==> src/rtl/fetch_stage.sv <==
// Instruction fetch stage: owns the PC, reads a 1-cycle synchronous imem
// and buffers {pc, inst} pairs in a small FIFO drained by decode.
//
// Ports:
//   i_clk, i_rst      clock, synchronous active-high reset
//   i_branch, i_jump  redirect requests (ORed), target in i_target
//   o_imem_req        imem read strobe, address o_imem_raddr
//   i_imem_rdata      imem data, valid the cycle after o_imem_req
//   o_valid, o_inst,  FIFO head toward decode
//   o_pc, i_ready     pop when o_valid & i_ready
module fetch_stage #(
    parameter logic [31:0] RESET_ADDR = 32'h0000_0000,
    parameter int          DEPTH      = 2
) (
    input  logic        i_clk,
    input  logic        i_rst,
    input  logic        i_branch,
    input  logic        i_jump,
    input  logic [31:0] i_target,
    output logic        o_imem_req,
    output logic [31:0] o_imem_raddr,
    input  logic [31:0] i_imem_rdata,
    output logic        o_valid,
    output logic [31:0] o_inst,
    output logic [31:0] o_pc,
    input  logic        i_ready
);

    localparam int PW = (DEPTH > 1) ? $clog2(DEPTH) : 1;
    localparam int CW = $clog2(DEPTH + 1);

    localparam logic [0:0] IDLE = 1'b0;
    localparam logic [0:0] RUN  = 1'b1;

    localparam logic [CW:0]   DEPTH_W = (CW + 1)'(DEPTH);
    localparam logic [PW-1:0] LAST    = PW'(DEPTH - 1);

    logic [0:0]    state;
    logic [31:0]   pc;
    logic          inflight;
    logic [31:0]   inflight_addr;
    logic [CW-1:0] count;
    logic [PW-1:0] head;
    logic [PW-1:0] head_nxt;
    logic [PW-1:0] tail;

    logic [31:0] buf_pc   [DEPTH];
    logic [31:0] buf_inst [DEPTH];

    logic        run;
    logic        redirect;
    logic        pop;
    logic        push;
    logic        space;
    logic [31:0] tgt;
    logic [CW:0] credit;
    logic [CW:0] tail_sum;

    always_comb begin
        run      = (state == RUN);
        redirect = run & (i_branch | i_jump);
        tgt      = i_target & 32'hFFFF_FFFC;

        o_valid  = (count != '0) & ~redirect;
        pop      = o_valid & i_ready;

        // Count words already owed to the FIFO so a stalled decode
        // can never cause the returning read to overflow it.
        credit = {1'b0, count}
               + (CW + 1)'(inflight)
               - (CW + 1)'(pop);
        space  = credit < DEPTH_W;

        o_imem_req   = run & (redirect | space);
        o_imem_raddr = redirect ? tgt : pc;

        // A response arriving in a redirect cycle is wrong-path.
        push = inflight & ~redirect;

        head_nxt = (head == LAST) ? '0 : head + PW'(1);

        tail_sum = (CW + 1)'(head) + {1'b0, count};
        if (tail_sum >= DEPTH_W) begin
            tail_sum = tail_sum - DEPTH_W;
        end
        tail = tail_sum[PW-1:0];

        o_pc   = 32'h0;
        o_inst = 32'h0;
        if (count != '0) begin
            o_pc   = buf_pc[head];
            o_inst = buf_inst[head];
        end
    end

    always_ff @(posedge i_clk) begin
        if (i_rst) begin
            state         <= IDLE;
            pc            <= RESET_ADDR;
            inflight      <= 1'b0;
            inflight_addr <= 32'h0;
            count         <= '0;
            head          <= '0;
        end else begin
            state    <= RUN;
            inflight <= o_imem_req;
            if (o_imem_req) begin
                pc            <= o_imem_raddr + 32'd4;
                inflight_addr <= o_imem_raddr;
            end
            if (redirect) begin
                count <= '0;
            end else begin
                if (pop) begin
                    head <= head_nxt;
                end
                if (push & ~pop) begin
                    count <= count + CW'(1);
                end else if (pop & ~push) begin
                    count <= count - CW'(1);
                end
            end
        end
    end

    always_ff @(posedge i_clk) begin
        if (~i_rst & push) begin
            buf_pc[tail]   <= inflight_addr;
            buf_inst[tail] <= i_imem_rdata;
        end
    end

endmodule

==> config.mk <==
export PLATFORM = sky130hd
export DESIGN_NAME = fetch_stage
export DESIGN_NICKNAME = d
export VERILOG_FILES = /design/src/rtl/fetch_stage.sv
export SDC_FILE = /design/constraint.sdc
export NUM_CORES = 1
export LEC_CHECK = 0
export ABC_AREA = 1
export BUFFER_PORTS_ARGS = -buffer_cell sky130_fd_sc_hd__buf_4
export CAP_MARGIN = 20
export CORE_MARGIN = 2
export CORE_UTILIZATION = 58
export CTS_BUF_LIST = sky130_fd_sc_hd__clkbuf_2
export CTS_CLUSTER_DIAMETER = 50
export DETAILED_ROUTE_END_ITERATION = 6
export MAX_ROUTING_LAYER = met4
export PLACE_DENSITY_LB_ADDON = 0.12
export SYNTH_ARGS = -nofsm -noshare
export SYNTH_HDL_FRONTEND = slang
export SYNTH_SLANG_ARGS = --single-unit
==> constraint.sdc <==
create_clock -name i_clk -period 8.16 [get_ports i_clk]
set_input_delay 0.816 -clock i_clk [delete_from_list [all_inputs] [get_ports i_clk]]
set_output_delay 0.816 -clock i_clk [all_outputs]
set_load 0.1 [all_outputs]
==> After elaboration in Yosys (flattened, before gate mapping) <==
Memory sizes are Yosys's and may differ from the RTL's. A register that Yosys moved wholly into a read port is not among the register bits.
Cells that the tools add are included.
{ "op_classes": {"n_reduce_logical": 4, "bitwise": 14, "order_cmp": 2, "n_addsub": 8, "mux": 14} }
{ "ops": {"columns": ["operator", "count"], "rows": [
  ["$mux 32", 3],
  ["$add 32x3->32 const B", 1],
  ["$mux 1", 9],
  ["$and 1x1->1", 8],
  ["$mux 2", 2],
  ["$not 1->1", 4],
  ["$reduce_bool 2->1", 2],
  ["$add 1x2->3", 1],
  ["$add 2x1->3", 1],
  ["$ge 3x2->1 const B", 1],
  ["$lt 3x2->1 const B", 1],
  ["$sub 3x1->3", 1],
  ["$add 2x1->2 const B", 1],
  ["$or 1x1->1", 2],
  ["$reduce_and 2->1", 1],
  ["$reduce_or 2->1", 1],
  ["$sub 2x1->2 const B", 1],
  ["$add 1x1->1 const B", 1],
  ["$sub 1x1->1 const B", 1]
]} }
{ "word_totals": {"input_bits": 69, "reg_bits": 69, "mem_count": 2, "mem_bits_rw": 128} }
{ "mem_list": {"columns": ["memory", "depth", "word_bits", "read_ports", "rd_clocked_by_memory_dff", "wr", "line", "rtl"], "rows": [
  ["buf_inst", 2, 32, 1, 1, 1, "48", "logic [31:0] buf_inst [DEPTH];"],
  ["buf_pc", 2, 32, 1, 1, 1, "47", "logic [31:0] buf_pc [DEPTH];"]
]} }

==> Longest topological paths before layout <==
{ "logic_depth": {"ltp_word": 9, "mapped_depth": 20} }

==> Worst setup path before layout <==
No wires, ideal clock.
{ "synth_path": {"path_kind": "input port to flip-flop", "start": "input i_jump", "end": "memory buf_inst[0][0], enable pin", "setup_time_ns": 0.578, "path_stages": 6, "n_path_buf": 3, "setup_slack_ns": 1.312, "arrival_ns": 6.270, "t_required_ns": 7.582, "cell_sequence": "o21ai_2 -> buf_6 -> buf_4 -> buf_2 -> nand2_1 -> nor3b_1"} }
{ "synth_via": {"elab_chain_cells": 7} }
{ "synth_rtl": {"columns": ["element", "line", "rtl"], "rows": [
  ["start, declared", "18", "input logic i_jump,"],
  ["$or 1x1->1", "61", "redirect = run & (i_branch | i_jump);"],
  ["$and 1x1->1", "61", null],
  ["$not 1->1 (no line)", null, null],
  ["$and 1x1->1", "78", "push = inflight & ~redirect;"],
  ["$and 1x1->1", "127", "if (~i_rst & push) begin"],
  ["$mux 1", "127", null],
  ["$mux 1 (not written as such)", "129", "buf_inst[tail] <= i_imem_rdata;"],
  ["end, declared", "48", null]
]} }
No other way between the ends.

==> Worst setup path in the final report <==
{ "layout_path": {"start": "register state, in the netlist run", "end": "output o_imem_req"} }
{ "layout_via": {"elab_chain_cells": 8} }
{ "layout_rtl": {"columns": ["element", "line", "rtl"], "rows": [
  ["start, declared", "38", "logic [0:0] state;"],
  ["start signal, assigned", "98", "state <= IDLE;"],
  ["start signal, assigned", "105", "state <= RUN;"],
  ["$and 1x1->1", "61", null],
  ["$not 1->1 (no line)", null, null],
  ["$and 1x1->1", "64", "o_valid = (count != '0) & ~redirect;"],
  ["$and 1x1->1", "65", "pop = o_valid & i_ready;"],
  ["$sub 3x1->3", "71", "- (CW + 1)'(pop);"],
  ["$lt 3x2->1", "72", "space = credit < DEPTH_W;"],
  ["$or 1x1->1", "74", "o_imem_req = run & (redirect | space);"],
  ["$and 1x1->1 (*)", "74", null],
  ["end, declared", "20", "output logic o_imem_req,"]
]} }
Mark *: on every way between the ends. The rest lies on a longest branch, timed or not.

==> metrics.cfg <==
[routing]
remaining_number_of_nets_flagged_by_the_antenna_check_after_routing = 0
drt_first_pass_iters = 5
detail_route.iter0.violations = 643
route.vias.total = 7298
route.detailed.drc = 0
sum_of_routed_wire_length_over_all_layers_um = 20700
wl_per_cell_um = 14.9
route.detailed.vias_per_inst = 5.28

[die]
io_pins = 167
chipHeight_um = 128
chipWidth_um = 128
core.rowCount = 45
design.die.area_um2 = 16400
initial_core_util = 0.589
core_area_um2 = 15100

[synthesis]
ys_seq_area_frac = 0.583
post_synth_instance_area_um2 = 8920
yosysUniqueCellTypes = 36
synth.largest_area_cell = sky130_fd_sc_hd__edfxtp_1
synthAdderAreaFrac = 0.00505
post_synth_mux_area_share = 0
synth_cells = 1039
synth_top_family_by_area = simple AND/OR/NAND/NOR gates
synth_warnings = 0
syn_avg_cell_area_um2 = 8.59
synthTopCellsByArea = sky130_fd_sc_hd__edfxtp_1 (43%), sky130_fd_sc_hd__nand2_1 (16%), sky130_fd_sc_hd__dfxtp_1 (15%), sky130_fd_sc_hd__a21oi_1 (4.7%), sky130_fd_sc_hd__nand3_1 (3.1%)
yosys.area_share.xor_xnor = 0.00589
compound_gate_fraction_of_synth_area = 0.0841
syn_nets = 1111
synthSimpleGateAreaFrac = 0.263
yosysTopAreaCellShare = 0.431
synth.ff_latch_count = 196

[placed_design]
detailedPlacementHpwl_um = 13400
port_buffers = 164
globalplace.congestion = 0.905
placedInstanceArea_um2 = 10200

[power]
power_density_nw_per_um2 = 233
power.share.sequential = 0.471
combPwrFrac = 0.308
p_clk_frac = 0.221
power.net_switching_mw = 0.942
cellLeakagePower_nw = 4.57
power.internal_mw = 1.52
maximum_resistive_drop_on_vdd_uv = 98.8
switching_share = 0.383

[job]
max_cap_viol_count = 0

[setup_path]
crit_slowest_cell = sky130_fd_sc_hd__buf_4
worst_path_most_repeated_cell = sky130_fd_sc_hd__buf_4
crit_arrival_ns = 4.33
worst_setup_path_start_kind = flop
cp_data_required_time_ns = 7.34
worst_setup_path_end_kind = primary output
critPathMaxStageDelay_ns = 0.57
critical_path.cell_chain = o21ai_4 -> buf_4 -> inv_1 -> nor2_1 -> nand3_1 -> a21oi_1 -> fa_1 -> a21oi_1 -> o211ai_1 -> nand2_2 -> buf_4 -> buf_4
path_delay_family = buffers and inverters
cp_max_fo = 76
worstSetupPathType = reg -> out
crit_buf_inv = 4

[global_route]
grt.total_usage = 0.255
grt_pass1_vias = 6264
maximum_number_of_pins_on_one_net_before_global_route_repair = 77
met2_usage = 0.399
grt_first_pass_wirelength_um = 31700
globalRouteMet1Util = 0.351
antenna_found_initial = 1
busiest_metal_layer_after_global_routing = met2
grtUsageMet3 = 0.0442
global_route.overflow_total = 0

[clock_tree]
clock_transition_time_at_the_flip_flop_clock_pins_of_the_worst_setup_and_hold_paths_ns = 0.26
clkLatencyLatePin_ns = 0.73
tritoncts_num_sinks = 196
numCtsBuffers = 17
cts.htree.levels = 4
postCtsSetupBuffers = 0
postCtsHoldBufs = 0
clock_tree.root_cell = sky130_fd_sc_hd__clkbuf_2
cts_tree = done
cts.repair.resized = 0
clock_tree.buffer_depth = 2

[layout]
multi_input_comb_area_um2 = 3220
final_layout_size_suffix_gt1_frac = 0.198
final-seq-area_um2 = 5210
finish.net_count = 1253
stdcell_area_um2 = 10600
layout.filler_cells = 1224
area_grow_syn2layout_pct = 18.4

[timing]
fin_tns_setup_ns = 0
achievable-frequency_mhz = 194
slew_violations = 0
relSlewSlack = 0.432
timing.final.crit_share = 0.631
fin_crit_ns = 5.15
timing.clock.skew_ns = 0.0302
rsz0062_at_grt = no
timing_hold_violations_final = 0
finalSetupViolations = 0
transition_time_of_the_tightest_slew_check_pin_ns = 0.853

[run_status]
result_of_the_run = finished, final reports clean

[min_path]
hp-class = in -> reg

[sequential cells by signal (all words and copies together) (netlist names), named ones only]
name and cells:
pc 32, inflight_addr 30, count 2, head 1
buf_inst 64, buf_pc 64, inflight 1, run 1
[routing by layer]
layer,vias up,routed length [µm]
met5,-,0
met3,25,1610
met2,265,9640
met4,0,311
met1,3314,9090
li1,3694,-
[final timing paths]
path / from / endpoint / slack (ns) / cells after the start
max reg2reg: run / pc[14] / 4.08 / 15
max: run / o_imem_req / 3.01 / 12
min: i_imem_rdata[9] / buf_inst[0][9] / 0.25 / 1
min reg2reg: pc[31] / pc[31] / 0.47 / 2
[worst reg2reg max path, cell delays in order, from the launching register on]
cell,delay (ns)
sky130_fd_sc_hd__dfxtp_1,0.40
sky130_fd_sc_hd__o21ai_4,0.06
sky130_fd_sc_hd__buf_4,0.47
sky130_fd_sc_hd__inv_1,0.32
sky130_fd_sc_hd__nor2_1,0.23
sky130_fd_sc_hd__nand3_1,0.15
sky130_fd_sc_hd__a21oi_1,0.20
sky130_fd_sc_hd__fa_1,0.44
sky130_fd_sc_hd__a21oi_1,0.14
sky130_fd_sc_hd__o211ai_1,0.12
sky130_fd_sc_hd__nand2_2,0.10
sky130_fd_sc_hd__inv_2,0.16
sky130_fd_sc_hd__nor2_2,0.66
sky130_fd_sc_hd__nand2_1,0.18
sky130_fd_sc_hd__or2_2,0.34
sky130_fd_sc_hd__nand2_1,0.06
[synth_stat cells (all sizes together)]
cell type / number
nand2: 391
edfxtp: 128
nor2: 86
a21oi: 84
inv: 75
dfxtp: 68
nand3: 56
o21ai: 50
buf: 28
clkbuf: 23
nand3b: 20
nand4: 5
xor2: 5
a22o: 3
or2: 3
a211oi: 2
ha: 2
o211ai: 2
a22oi: 1
a31oi: 1
clkinv: 1
fa: 1
nor3: 1
nor3b: 1
o22ai: 1
xnor2: 1
[placed cells by master (no fill, tap or decap), types with 20 or more instances in the layout]
master / instances
sky130_fd_sc_hd__nand2_1: 381
sky130_fd_sc_hd__buf_4: 173
sky130_fd_sc_hd__edfxtp_1: 128
sky130_fd_sc_hd__a21oi_1: 84
sky130_fd_sc_hd__inv_1: 72
sky130_fd_sc_hd__nor2_1: 72
sky130_fd_sc_hd__dfxtp_1: 67
sky130_fd_sc_hd__nand3_1: 56
sky130_fd_sc_hd__o21ai_0: 48
sky130_fd_sc_hd__nand3b_1: 20
[final cells by class]
cell class / instances / share of cell area
flip-flops and latches: 196 / 0.493
multi-input cells: 716 / 0.305
repair buffers: 174 / 0.125
inverters: 76 / 0.0270
well taps: 188 / 0.0223
clock inverters: 13 / 0.0194
clock buffers: 18 / 0.00853
diodes: 1 / 0.000237
[cell families after synthesis]
kind of cell	after synthesis
simple gates	563
flops	196
compound gates	144
buf+inv	127
xor+xnor	6
fa+ha+maj	3
[power groups by stage]
stage                     Sequential [mW]  Combinational (mW)  Clock (mW)
final                                1.16               0.756       0.544
after global routing                 1.17               0.800       0.596
after CTS                            1.16               0.755       0.554
after detailed placement             1.18               0.752           0
after global placement               1.18               0.745           0
after floorplan                      1.17               0.587           0
[per-stage QoR]
stage | utilization | worst slack [ns] | cells | power (mW) | hold WS [ns]
4_1_cts | 0.695 | 2.97 | 1379 | 2.47 | 0.199
3_3_place_gp | 0.676 | 3.18 | 1348 | 1.92 | 0.426
3_5_place_dp | 0.676 | 3.14 | 1348 | 1.93 | 0.433
5_1_grt | 0.697 | 2.63 | 1382 | 2.56 | 0.160
6_report | 0.697 | 3.01 | 1382 | 2.46 | 0.254
2_1_floorplan | - | 1.31 | 1039 | 1.76 | 0.419
No activity file was read; power rests on OpenSTA's default activity.
